--- config.mk ---
export PLATFORM = sky130hd
export DESIGN_NAME = wptr_full_flat
export DESIGN_NICKNAME = d
export VERILOG_FILES = /design/src/rtl/wptr_full_if.sv /design/src/rtl/wptr_full.sv /design/src/flat_wrapper.sv
export SDC_FILE = /design/constraint.sdc
export NUM_CORES = 1
export LEC_CHECK = 0
export CAP_MARGIN = 20
export CORE_MARGIN = 2
export CORE_UTILIZATION = 30
export CTS_BUF_LIST = sky130_fd_sc_hd__clkbuf_4 sky130_fd_sc_hd__clkbuf_8
export CTS_CLUSTER_DIAMETER = 30
export CTS_CLUSTER_SIZE = 40
export DETAILED_ROUTE_END_ITERATION = 16
export PLACE_DENSITY = 0.57
export SLEW_MARGIN = 20
export SYNTH_ARGS = -nofsm -noshare
export SYNTH_HDL_FRONTEND = slang
export SYNTH_SLANG_ARGS = --single-unit
--- constraint.sdc ---
create_clock -name wclk -period 2.2 [get_ports wclk]
set_input_delay 0.44 -clock wclk [delete_from_list [all_inputs] [get_ports wclk]]
set_output_delay 0.44 -clock wclk [all_outputs]
set_load 0.005 [all_outputs]
--- src/rtl/wptr_full_if.sv ---
// wptr_full_if
//   Bundles the write-side FIFO control signals between the write-domain
//   client and the wptr_full pointer/full-flag block.
//   master : client side  (drives winc, rptr_async, ovf_clr; sees status)
//   slave  : wptr_full    (consumes requests; drives wen, waddr, wptr,
//                          full, almost_full, wcount, overflow)
// Parameters
//   ADDR_WIDTH : RAM address bits; pointers are ADDR_WIDTH+1 bits wide
interface wptr_full_if #(
  parameter int ADDR_WIDTH = 4
);
  logic                  winc;
  logic [ADDR_WIDTH:0]   rptr_async;
  logic                  ovf_clr;
  logic                  wen;
  logic [ADDR_WIDTH-1:0] waddr;
  logic [ADDR_WIDTH:0]   wptr;
  logic                  full;
  logic                  almost_full;
  logic [ADDR_WIDTH:0]   wcount;
  logic                  overflow;

  modport master (
    output winc, rptr_async, ovf_clr,
    input  wen, waddr, wptr, full, almost_full, wcount, overflow
  );

  modport slave (
    input  winc, rptr_async, ovf_clr,
    output wen, waddr, wptr, full, almost_full, wcount, overflow
  );
endinterface

--- src/rtl/wptr_full.sv ---
// wptr_full
//   Write-side pointer and full-flag generator of a dual-clock FIFO. Runs
//   entirely in the wclk domain: counts accepted writes, provides the binary
//   RAM write address and a registered Gray write pointer for the read
//   domain, and synchronizes the read-domain Gray pointer to derive full,
//   almost_full, occupancy and overflow status.
// Ports
//   wclk   : write clock (posedge)
//   w_nrst : asynchronous active-low reset
//   ifc    : wptr_full_if.slave
//            winc in, rptr_async in (Gray, async), ovf_clr in,
//            wen out (comb), waddr out, wptr out (Gray, registered),
//            full / almost_full / wcount / overflow out (registered)
// Parameters
//   ADDR_WIDTH : RAM address bits (>= 2), DEPTH = 2**ADDR_WIDTH
//   AF_MARGIN  : almost_full when free slots <= AF_MARGIN (1..DEPTH-1)
// Build option
//   WPTR_OVERFLOW_EN : when defined, a sticky overflow flag records writes
//                      attempted while full (cleared by ovf_clr). When not
//                      defined, overflow is tied to 0 and ovf_clr is ignored.
module wptr_full #(
  parameter int ADDR_WIDTH = 4,
  parameter int AF_MARGIN  = 2
) (
  input logic        wclk,
  input logic        w_nrst,
  wptr_full_if.slave ifc
);
  localparam int PTR_W = ADDR_WIDTH + 1;
  localparam int DEPTH = 1 << ADDR_WIDTH;
  localparam logic [PTR_W-1:0] AF_LEVEL = PTR_W'(DEPTH - AF_MARGIN);
  // Full when the write pointer is one lap ahead: in Gray code that means
  // the two MSBs differ and all lower bits match.
  localparam logic [PTR_W-1:0] FULL_MASK = PTR_W'(3) << (ADDR_WIDTH - 1);

  function automatic logic [PTR_W-1:0] gray2bin(input logic [PTR_W-1:0] g);
    logic [PTR_W-1:0] b;
    b[PTR_W-1] = g[PTR_W-1];
    for (int i = PTR_W - 2; i >= 0; i--) begin
      b[i] = b[i+1] ^ g[i];
    end
    return b;
  endfunction

  logic [PTR_W-1:0] wbin_q, wbin_d;
  logic [PTR_W-1:0] wptr_q, wptr_d;
  logic [PTR_W-1:0] rq1_q, rq1_d;
  logic [PTR_W-1:0] rq2_q, rq2_d;
  logic [PTR_W-1:0] wcount_q, wcount_d;
  logic             full_q, full_d;
  logic             almost_full_q, almost_full_d;
  logic [PTR_W-1:0] rbin_sync;
  logic             wen_c;

  always_comb begin
    wen_c         = ifc.winc & ~full_q;
    wbin_d        = wbin_q + {{ADDR_WIDTH{1'b0}}, wen_c};
    wptr_d        = wbin_d ^ (wbin_d >> 1);
    rq1_d         = ifc.rptr_async;
    rq2_d         = rq1_q;
    rbin_sync     = gray2bin(rq2_q);
    full_d        = (wptr_d == (rq2_q ^ FULL_MASK));
    wcount_d      = wbin_d - rbin_sync;
    almost_full_d = (wcount_d >= AF_LEVEL);
  end

  always_ff @(posedge wclk or negedge w_nrst) begin
    if (!w_nrst) begin
      wbin_q        <= '0;
      wptr_q        <= '0;
      rq1_q         <= '0;
      rq2_q         <= '0;
      wcount_q      <= '0;
      full_q        <= 1'b0;
      almost_full_q <= 1'b0;
    end else begin
      wbin_q        <= wbin_d;
      wptr_q        <= wptr_d;
      rq1_q         <= rq1_d;
      rq2_q         <= rq2_d;
      wcount_q      <= wcount_d;
      full_q        <= full_d;
      almost_full_q <= almost_full_d;
    end
  end

  assign ifc.wen         = wen_c;
  assign ifc.waddr       = wbin_q[ADDR_WIDTH-1:0];
  assign ifc.wptr        = wptr_q;
  assign ifc.full        = full_q;
  assign ifc.almost_full = almost_full_q;
  assign ifc.wcount      = wcount_q;

`ifdef WPTR_OVERFLOW_EN
  logic overflow_q, overflow_d;

  // A new overflow in the same cycle as ovf_clr keeps the flag set.
  always_comb begin
    overflow_d = (ifc.winc & full_q) | (overflow_q & ~ifc.ovf_clr);
  end

  always_ff @(posedge wclk or negedge w_nrst) begin
    if (!w_nrst) begin
      overflow_q <= 1'b0;
    end else begin
      overflow_q <= overflow_d;
    end
  end

  assign ifc.overflow = overflow_q;
`else
  logic unused_ovf_clr;
  assign unused_ovf_clr = ifc.ovf_clr;
  assign ifc.overflow   = 1'b0;
`endif

endmodule

--- src/flat_wrapper.sv ---
// flat-port wrapper written by rule: the top's interface ports become plain ports
module wptr_full_flat 
#(
  parameter int ADDR_WIDTH = 4,
  parameter int AF_MARGIN  = 2
)
  (wclk, w_nrst, ifc_winc, ifc_rptr_async, ifc_ovf_clr, ifc_wen, ifc_waddr, ifc_wptr, ifc_full, ifc_almost_full, ifc_wcount, ifc_overflow);
  wptr_full_if #(.ADDR_WIDTH(ADDR_WIDTH)) ifc_i ();
  input logic wclk;
  input logic w_nrst;
  input wire logic [$bits(ifc_i.winc)-1:0] ifc_winc;
  input wire logic [$bits(ifc_i.rptr_async)-1:0] ifc_rptr_async;
  input wire logic [$bits(ifc_i.ovf_clr)-1:0] ifc_ovf_clr;
  output wire logic [$bits(ifc_i.wen)-1:0] ifc_wen;
  output wire logic [$bits(ifc_i.waddr)-1:0] ifc_waddr;
  output wire logic [$bits(ifc_i.wptr)-1:0] ifc_wptr;
  output wire logic [$bits(ifc_i.full)-1:0] ifc_full;
  output wire logic [$bits(ifc_i.almost_full)-1:0] ifc_almost_full;
  output wire logic [$bits(ifc_i.wcount)-1:0] ifc_wcount;
  output wire logic [$bits(ifc_i.overflow)-1:0] ifc_overflow;
  assign ifc_i.winc = ifc_winc;
  assign ifc_i.rptr_async = ifc_rptr_async;
  assign ifc_i.ovf_clr = ifc_ovf_clr;
  assign ifc_wen = ifc_i.wen;
  assign ifc_waddr = ifc_i.waddr;
  assign ifc_wptr = ifc_i.wptr;
  assign ifc_full = ifc_i.full;
  assign ifc_almost_full = ifc_i.almost_full;
  assign ifc_wcount = ifc_i.wcount;
  assign ifc_overflow = ifc_i.overflow;
  wptr_full #(.ADDR_WIDTH(ADDR_WIDTH), .AF_MARGIN(AF_MARGIN)) u_core (.wclk(wclk), .w_nrst(w_nrst), .ifc(ifc_i));
endmodule
== After elaboration in Yosys (flattened, before gate mapping) ==
Cells that the tools add are included.

* Logic and storage cells: 19
* Register bits: 27
* Bits of input ports: 9
* Output and inout port bits: 18

* Bitwise operators: 8
* Equal/unequal tests: 1
* Magnitude comparators: 1
* Add/subtract/negate cells: 2

{| class="wikitable"
|+ Operators with widths
! cell !! count
|-
| $add 5x1->5 || 1
|-
| $eq 5x5->1 || 1
|-
| $ge 5x4->1 const B || 1
|-
| $sub 5x5->5 || 1
|-
| $xor 5x4->5 || 1
|-
| $xor 1x1->1 || 4
|-
| $not 2->2 || 1
|-
| $and 1x1->1 || 1
|-
| $not 1->1 || 1
|}

== Logic depth before layout (Yosys ltp) ==
Gate-level depths: netlist (run 1).

* Word-level depth: 6
* Gate-level depth with buffers: 10
* Depth with buffers taken out: 10

== Worst setup path after synthesis (run 1) ==
OpenSTA, ideal clock, no wires.

* Kind: reg-to-reg
* From: reg u_core.rq2_q[4]
* To: reg u_core.almost_full_q, in the netlist u_core.ifc.almost_full
* Setup slack: -221 ps
* Setup time: 149 ps
* Arrival: 2272 ps
* Buffers on the path: 0
* Required time: 2051 ps
* Cell stages (with the launch flop): 11
* Period minus slack after synthesis: 2421 ps
* Cell sequence: dfrtp_1 > xnor2_2 > xor2_2 > xor2_1 > xnor2_1 > ha_1 > fa_1 > nand2b_1 > a21boi_0 > or3_1 > o311ai_0

* Longest elaborated chain between the ends: 6

{| class="wikitable"
|+ RTL lines
! element !! RTL line !! source
|-
| from (decl) || wptr_full.sv:48 || <nowiki>logic [PTR_W-1:0] rq2_q, rq2_d;</nowiki>
|-
| from (signal assigned) || wptr_full.sv:80 || <nowiki>rq2_q <= rq2_d;</nowiki>
|-
| $xor 1x1->1 (4 in a row) || wptr_full.sv:40 || <nowiki>b[i] = b[i+1] ^ g[i];</nowiki>
|-
| $sub 5x5->5 * || wptr_full.sv:63 || <nowiki>wcount_d = wbin_d - rbin_sync;</nowiki>
|-
| $ge 5x4->1 * || wptr_full.sv:64 || <nowiki>almost_full_d = (wcount_d >= AF_LEVEL);</nowiki>
|-
| named net u_core.almost_full_d || wptr_full.sv:51 || <nowiki>logic almost_full_q, almost_full_d;</nowiki>
|-
| to (signal assigned) || wptr_full.sv:83 || <nowiki>almost_full_q <= almost_full_d;</nowiki>
|-
| to (decl) || wptr_full.sv:51 ||
|}

The timed path passes the listed nets; every way through them passes the cells marked *.

== Final worst setup path (run 1) ==
* From: reg u_core.rq2_q[3]
* To: reg u_core.almost_full_q, in the netlist u_core.ifc.almost_full

* Longest elaborated chain between the ends: 6

{| class="wikitable"
|+ RTL lines
! element !! RTL line
|-
| $xor 1x1->1 * || wptr_full.sv:40
|-
| $xor 1x1->1 (3 in a row) || wptr_full.sv:40
|-
| $sub 5x5->5 * || wptr_full.sv:63
|-
| $ge 5x4->1 * || wptr_full.sv:64
|-
| named net u_core.almost_full_d || wptr_full.sv:51
|}

Marks and branches as above.

==> impl_summary.md, run 1 <==
Run status
The flow ran to the end, but the final reports show violations. The checks that failed: negative setup slack.

Routing
The total vias in the final route is 796. Before antenna repair, the detailed router went through 3 iterations. The remaining antenna violation count after routing is 0. The iteration-0 DRC count of the detailed router is 25. The remaining routing DRC violations is 0. The final layout contains routed wiring with a total length of 1.93 mm. The average wire length per cell after detail routing is 10.2 um. The detailed-route vias per instance is 4.23.

Pwr
The power per cell area is 1610 nW/um^2. The total leakage power is 0.810 nW. The share of total power in combinational logic is 0.599. Of the total power, registers draw 0.267. The total internal power is 2.00 mW. The power after layout is 2.96 mW. Of the total power, the share spent switching nets is 0.324. In this run the power spent charging and discharging nets is 961 uW. VDD sags by at most 583 uV. The clock network fraction of total power is 0.134.

Setup path
Counting both buffers and inverters, the worst setup path holds a total of 0. The worst setup path is of the flip-flop to flip-flop kind. Data on the critical path arrives at its endpoint at 2460 ps. The cell at the slowest stage of the critical path is sky130_fd_sc_hd__dfrtp_1. The worst setup slack for register-to-register paths is -100 ps. In this run the worst path has a maximum fanout of 2. STA classifies the critical path startpoint as a flip-flop. The worst register-to-register path ends at u_core.ifc.almost_full$_DFF_PN0_. The highest cell delay on the worst timing path is 410 ps. The required time of the critical path is 2350 ps. In this design, the critical path's most frequently occurring cell is sky130_fd_sc_hd__xor2_2. The origin of the critical flop-to-flop path is u_core.rq2_q[3]$_DFF_PN0_. Walking the worst path, the cells encountered are xnor2_2 > xor2_2 > xor2_2 > xnor2_1 > ha_2 > fa_2 > nand2b_4 > a21boi_2 > or3_1 > o311ai_1. The kind of cell with the highest combined delay on the critical path is XOR/XNOR gates. The logic depth of the worst register-to-register path is 10. STA classifies the critical path endpoint as a flip-flop.

Placement
The number of placed instances with taps included is 179. The final HPWL from detailed placement is 1.46 mm. Before CTS, the worst setup slack after placement is -513 ps. At the end of routability-driven placement, the weighted congestion stood at 0.827. The port buffer count is 24.

GRT
The overall track demand over capacity in global routing is 0.0969. The sum of overflow across all layers after global routing is 0. Entering global routing, the biggest net connects 27 pins.

The first-pass GRT wire length is 3.21 mm. The number of antenna violations at the first check in global routing was 0. The number of global-route vias before repair is 758.

Timing
The max-slew violation count was 0. Setup violations remaining at the end of the flow were counted as 3. The clock skew after layout is 7.41 ps. The final period utilization is 1.05. In the final timing run, aggregate negative setup slack is -227 ps.

Timing would allow up to 434 MHz. The post-layout minimum cycle time is 2300 ps. The count of endpoints failing hold in the final timing report is 0.

Setup repair after global routing could not meet its margin everywhere. The worst path setup slack after routing is -105 ps.

Cells and area
The count of inserted antenna diode cells is 0. Once layout is complete, the cells apart from fillers number 188. The most common cell after layout, fill and taps aside is sky130_fd_sc_hd__dfrtp_1. The share of cells above drive strength 1 is 0.357. The layout overhead on the synthesized area is 54.1%.

In the layout the commonest cells are 26 x sky130_fd_sc_hd__dfrtp_1, 24 x sky130_fd_sc_hd__clkdlybuf4s50_1, 24 x sky130_fd_sc_hd__buf_4, 12 x sky130_fd_sc_hd__xnor2_1, 6 x sky130_fd_sc_hd__inv_1. The net total in the final layout is 157.

Clocking
The number of clock buffers added by TritonCTS is 3. The number of buffers on the longest clock path is 2. The clock edge transition at the registers on the reported setup and hold paths is 90 ps.

The number of sinks driven by the clock tree is 26. The worst-skew pair later-pin latency is 280 ps. The clock root buffer master is sky130_fd_sc_hd__clkbuf_8. TritonCTS built the clock tree. In this run, post-CTS hold repair placed 0 buffers. CTS built an H-tree with a depth of 1.

Yosys
The number of cells produced by synthesis is 90. In this run, distinct cell masters in the synthesized netlist total 32. The fraction of registers with async set or reset after synthesis is 1.00. The most instantiated flip-flop cell in the synthesis netlist is sky130_fd_sc_hd__dfrtp_1.

After synthesis, the mean cell area works out to 13.2 um^2. The number of nets produced by synthesis is 106. After synthesis the netlist holds a flip-flop and latch count of 26. The cell area that synthesis handed to floorplanning was 1190 um^2. The number of flops mapped to enable cells by yosys is 0. The share of the Yosys chip area taken by registers is 0.546. The Yosys step of the flow raised 0 warnings.

Floorplan
The number of placement rows is 22. In this run the vertical extent of the chip is 67.0 um. The floorplan step defined a core boundary enclosing 3740 um^2. The starting utilization of the core area is 0.319.

The number of placed I/O pins is 27. The die covers 4500 um^2. Measured along the x axis, the die boundary spans 67.0 um.

Min path
In this run the most critical hold path is launched from u_core.rq1_q[4]$_DFF_PN0_. For hold timing, the worst endpoint is u_core.rq2_q[4]$_DFF_PN0_. The count of cells along the worst hold path is 0. The tightest min-delay check is of the flip-flop to flip-flop type.

Job
The number of maximum-capacitance violations is 0.
power by group through the flow:
stage	logic (mW)	registers, mW	clock network, mW
final	1.77	0.792	0.396
after global placement	1.58	0.789	0
after CTS	1.74	0.793	0.411
after detailed placement	1.60	0.794	0
after global routing	1.95	0.813	0.434
after floorplan	0.908	0.764	0
cells by family after synthesis:
family,Yosys count,synth area share
flip-flops,26,0.546
XOR/XNOR,21,0.191
AO/OA/AOI/OAI,9,0.0567
adder cells (fa/ha/maj),7,0.0797
AND/OR/NAND/NOR,16,0.0871
other,1,0.00314
buffers and inverters,10,0.0367
sequential cells by signal, indices dropped and copies added, names as in the netlist:
name,count
u_core.ifc.wcount,5
u_core.rq1_q,5
u_core.rq2_q,5
u_core.wbin_q,5
u_core.ifc.wptr,4
u_core.ifc.almost_full,1
u_core.ifc.full,1
through the flow:
stage / hold WS, ps / instance area [um^2] / utilization
floorplan: 144 / 1220 / -
global placement: 333 / 1660 / 0.443
detailed placement: 335 / 1660 / 0.443
CTS: 356 / 1810 / 0.482
global route: 363 / 1840 / 0.491
finish: 353 / 1840 / 0.491
how the worst max path moves through the flow:
stage,start,to,slack [ps],cells after the start
3_3_place_gp,ifc_winc,u_core.ifc.almost_full$_DFF_PN0_,-500,10
4_1_cts,u_core.rq2_q[4]$_DFF_PN0_,u_core.ifc.almost_full$_DFF_PN0_,-140,10
5_1_grt,u_core.rq2_q[3]$_DFF_PN0_,u_core.ifc.almost_full$_DFF_PN0_,-280,10
3_5_place_dp,ifc_winc,u_core.ifc.almost_full$_DFF_PN0_,-510,9
6_report,u_core.rq2_q[3]$_DFF_PN0_,u_core.ifc.almost_full$_DFF_PN0_,-100,10
2_1_floorplan,u_core.rq2_q[3]$_DFF_PN0_,u_core.ifc.almost_full$_DFF_PN0_,-100,10
routing by layer:
metal,share of wire,global-route usage,vias to the layer above
li1,-,-,389
met5,0,0,-
met3,0.055,0.0220,3
met4,0.020,0.0459,0
met2,0.48,0.158,21
met1,0.45,0.120,383
cells in the mapped netlist (2+ instances only):
| cell | n | area (um^2) |
|---|---|---|
| sky130_fd_sc_hd__dfrtp_1 | 26 | 651 |
| sky130_fd_sc_hd__xnor2_1 | 13 | 114 |
| sky130_fd_sc_hd__inv_1 | 7 | 26.3 |
| sky130_fd_sc_hd__ha_1 | 6 | 75.1 |
| sky130_fd_sc_hd__xor2_1 | 4 | 35.0 |
| sky130_fd_sc_hd__nand2_1 | 3 | 11.3 |
| sky130_fd_sc_hd__nor2b_1 | 3 | 18.8 |
| sky130_fd_sc_hd__a21boi_0 | 2 | 15.0 |
| sky130_fd_sc_hd__nand2b_1 | 2 | 12.5 |
| sky130_fd_sc_hd__o21ai_0 | 2 | 10.0 |
repair_timing:
| item | CTS | global route |
|---|---|---|
| gates resized for setup | 10 | 5 |
| buffers inserted | 4 | 2 |
| setup endpoints to repair | 4 | 4 |
| pin swaps | 8 | 3 |
final cells by class:
cell class                      instances  area, um^2
Tap cell                               48        60.1
Sequential cell                        26         651
Timing Repair Buffer                   49         432
Clock inverter                          1        30.0
Clock buffer                            3        41.3
Inverter                                7        26.3
Fill cell                             351        1910
Multi-Input combinational cell         54         598
Power figures use the tool's default switching activity.
==> run 2, diff against run 1 <==
--- a/config.mk
+++ b/config.mk
@@ -12,7 +12,7 @@
 export CTS_CLUSTER_DIAMETER = 30
 export CTS_CLUSTER_SIZE = 40
 export DETAILED_ROUTE_END_ITERATION = 16
-export PLACE_DENSITY = 0.57
+export PLACE_DENSITY = 0.6
 export SLEW_MARGIN = 20
 export SYNTH_ARGS = -nofsm -noshare
 export SYNTH_HDL_FRONTEND = slang
==> impl_summary.md, run 2 (synthesized netlist as in run 1, its figures left out) <==
Clocking
The clock drives 26 sinks. The root buffer cell chosen for the clock tree is sky130_fd_sc_hd__clkbuf_8. TritonCTS created 3 clock buffers. After clock tree synthesis, the clock-pin slew on the worst setup and hold paths is 80 ps. The longest clock path from root to sink contains 2 buffers. The worst-skew pair later-pin latency is 270 ps.

TritonCTS built the clock tree. CTS built an H-tree with a depth of 1.

Setup path
In this design, the stage delay of the slowest critical-path cell is 410 ps. Broken down by cell family, the worst path's largest delay share belongs to XOR/XNOR gates. The required time of the critical path is 2370 ps. The buffer and inverter count on the worst path is 0. STA classifies the critical path endpoint as a flip-flop. The signal on the critical path passes through xnor2_2 > xor2_2 > xor2_2 > xnor2_1 > ha_2 > fa_2 > nand2b_4 > a21boi_2 > or3_1 > o311ai_1. The critical-path maximum fanout is 2. The critical path is of the flip-flop to flip-flop type. At the worst endpoint, the arrival time is 2580 ps. In this design, the critical path's most frequently occurring cell is sky130_fd_sc_hd__xor2_2. The critical path startpoint category is a flip-flop.

The slowest stage of the critical path belongs to the cell sky130_fd_sc_hd__dfrtp_1.

Placement
The final HPWL from detailed placement is 1.46 mm. The number of placed instances with taps included is 178. The placement-stage worst setup slack is -572 ps. Buffers placed on the I/O ports in this run total 24. At the end of routability-driven placement, the weighted congestion stood at 0.878.

Pwr
For this design the ratio of total power to cell area is 1570 nW/um^2. Across the VDD grid, the largest voltage drop is 671 uV. The share of total power dissipated in combinational logic is 0.613. The internal portion of the total power is 1.90 mW.

The net switching share of the total power is 0.337. Of the total power, the clock network draws 0.105. Summed over all cells, the static leakage comes to 0.816 nW. In this run the power spent charging and discharging nets is 964 uW. The design draws 2.86 mW. The share of power burned in registers is 0.282.

GRT
Entering global routing, the biggest net connects 27 pins. For met1 alone, demand over resource in global routing was 0.133. The number of antenna violations at the first check in global routing came to 0. After global routing the overflow that remains totals 0. The number of global-route vias before repair is 771. In the global route stage, overall resource usage came out at 0.108.

For met3 alone, demand over resource in global routing was 0.0389. The first-pass GRT wire length is 3.47 mm. met2 is the most crowded layer. The met2 usage in global routing is 0.171.

Job
The number of maximum-capacitance violations is 0.

Run status
The run finished, with violations left. The checks that failed: negative setup slack.

Cells and area
From synthesis to final layout, the design area changed by 52.9%. The count of fill cells added during filler insertion is 341. The library cell used most frequently in the layout, excluding fill and tap cells, is sky130_fd_sc_hd__dfrtp_1. The number of antenna diodes in the final layout is 0. In the layout the commonest cells are 26 x sky130_fd_sc_hd__dfrtp_1, 24 x sky130_fd_sc_hd__buf_4, 23 x sky130_fd_sc_hd__clkdlybuf4s50_1, 11 x sky130_fd_sc_hd__xnor2_1, 7 x sky130_fd_sc_hd__inv_1. The final standard cell count with taps included and fillers excluded is 187.

In the final design database the tool counted 156 nets. The share of cells above drive strength 1 is 0.353.

Floorplan
The floorplan step defined a die boundary enclosing 4500 um^2. The number of placed I/O pins is 27. The floorplan has 22 rows. After floorplanning, the core was sized to cover 3740 um^2.

The die span in x is 67.0 um. The die is 67.0 um tall. The starting utilization of the core area is 0.319.

Routing
The remaining routing DRC violations is 0. The total vias in the final route is 768. Using the TritonRoute via totals, the vias-per-cell ratio works out to 4.11. The average wire length per cell after detail routing is 11.0 um. The number of search-and-repair iterations in the first detailed-routing pass is 2. The count of nets left with antenna violations once routing finished came out at 0.

The detailed router finished its first iteration with 12 violations. The detailed-route wire length is 2.05 mm.

Timing
The count of endpoints failing hold in the final timing report is 0. The final period utilization is 1.09. The post-layout minimum cycle time is 2410 ps. The number of setup violations in the final report is 2. The hold slack is 352 ps. Static timing analysis puts the maximum clock frequency at 415 MHz. The max-slew violation count was 0.

In the post-route analysis, the smallest setup slack over all paths is -207 ps. Setup repair after global routing could not meet its margin everywhere. Between clock sinks in the finished design, the worst skew comes to 2.22 ps.

Min path
The class of the tightest hold or removal check is flip-flop to flip-flop.
[run 2: cell count changes in the layout (fill, tap and decap cells not counted), sizes merged]
cell | before | now
clkdlybuf4s50 | 24 | 23
dlymetal6s2s | 0 | 1
buf | 25 | 24
clkbuf | 3 | 4
bufinv | 1 | 0
[run 2: what timing repair did]
item | CTS | global route
hold buffers | 0 | 0
pin swaps | 5 | 7
endpoints found under the setup margin | 4 | 4
buffers inserted | 2 | 3
resized for setup | 10 | 6
[run 2: power groups by stage]
stage          logic, mW  clock network, mW  registers, mW
6_report            1.75              0.299          0.807
5_1_grt             1.93              0.338          0.831
4_1_cts             1.66              0.315          0.799
3_5_place_dp        1.56                  0          0.797
3_3_place_gp        1.53                  0          0.789
2_1_floorplan      0.908                  0          0.764
[run 2: metal layers]
metal  vias to the layer above  part of all wire
met4                         0             0.020
li1                        385                 -
met1                       356              0.41
met2                        22              0.50
met5                         -                 0
met3                         5             0.060
[run 2: path summary, 6_finish.rpt]
check | start | endpoint | slack, ps | depth (start not counted)
hold reg to reg | u_core.rq1_q[0]$_DFF_PN0_ | u_core.rq2_q[0]$_DFF_PN0_ | 350 | 0
hold / removal | u_core.rq1_q[0]$_DFF_PN0_ | u_core.rq2_q[0]$_DFF_PN0_ | 350 | 0
max in group asynchronous | w_nrst | u_core.wbin_q[3]$_DFF_PN0_ | 1440 | 2
setup reg to reg | u_core.rq2_q[3]$_DFF_PN0_ | u_core.ifc.almost_full$_DFF_PN0_ | -210 | 10
min in group asynchronous | w_nrst | u_core.ifc.wptr[0]$_DFF_PN0_ | 520 | 2
setup / recovery | u_core.rq2_q[3]$_DFF_PN0_ | u_core.ifc.almost_full$_DFF_PN0_ | -210 | 10
[run 2: layout make-up]
cell class | instances | area (um^2) | share of cell area
Inverter | 7 | 26.3 | 0.0144
Clock buffer | 4 | 55.1 | 0.0302
Multi-Input combinational cell | 54 | 608 | 0.334
Tap cell | 48 | 60.1 | 0.0329
Timing Repair Buffer | 48 | 423 | 0.232
Sequential cell | 26 | 651 | 0.357
[run 2: stage by stage]
| step | instance area (um^2) | utilization | TNS (ps) |
|---|---|---|---|
| after floorplan | 1220 | - | -115 |
| after global placement | 1650 | 0.441 | -1660 |
| after detailed placement | 1650 | 0.441 | -1940 |
| after CTS | 1770 | 0.473 | -354 |
| after global routing | 1820 | 0.487 | -782 |
| final | 1820 | 0.487 | -349 |
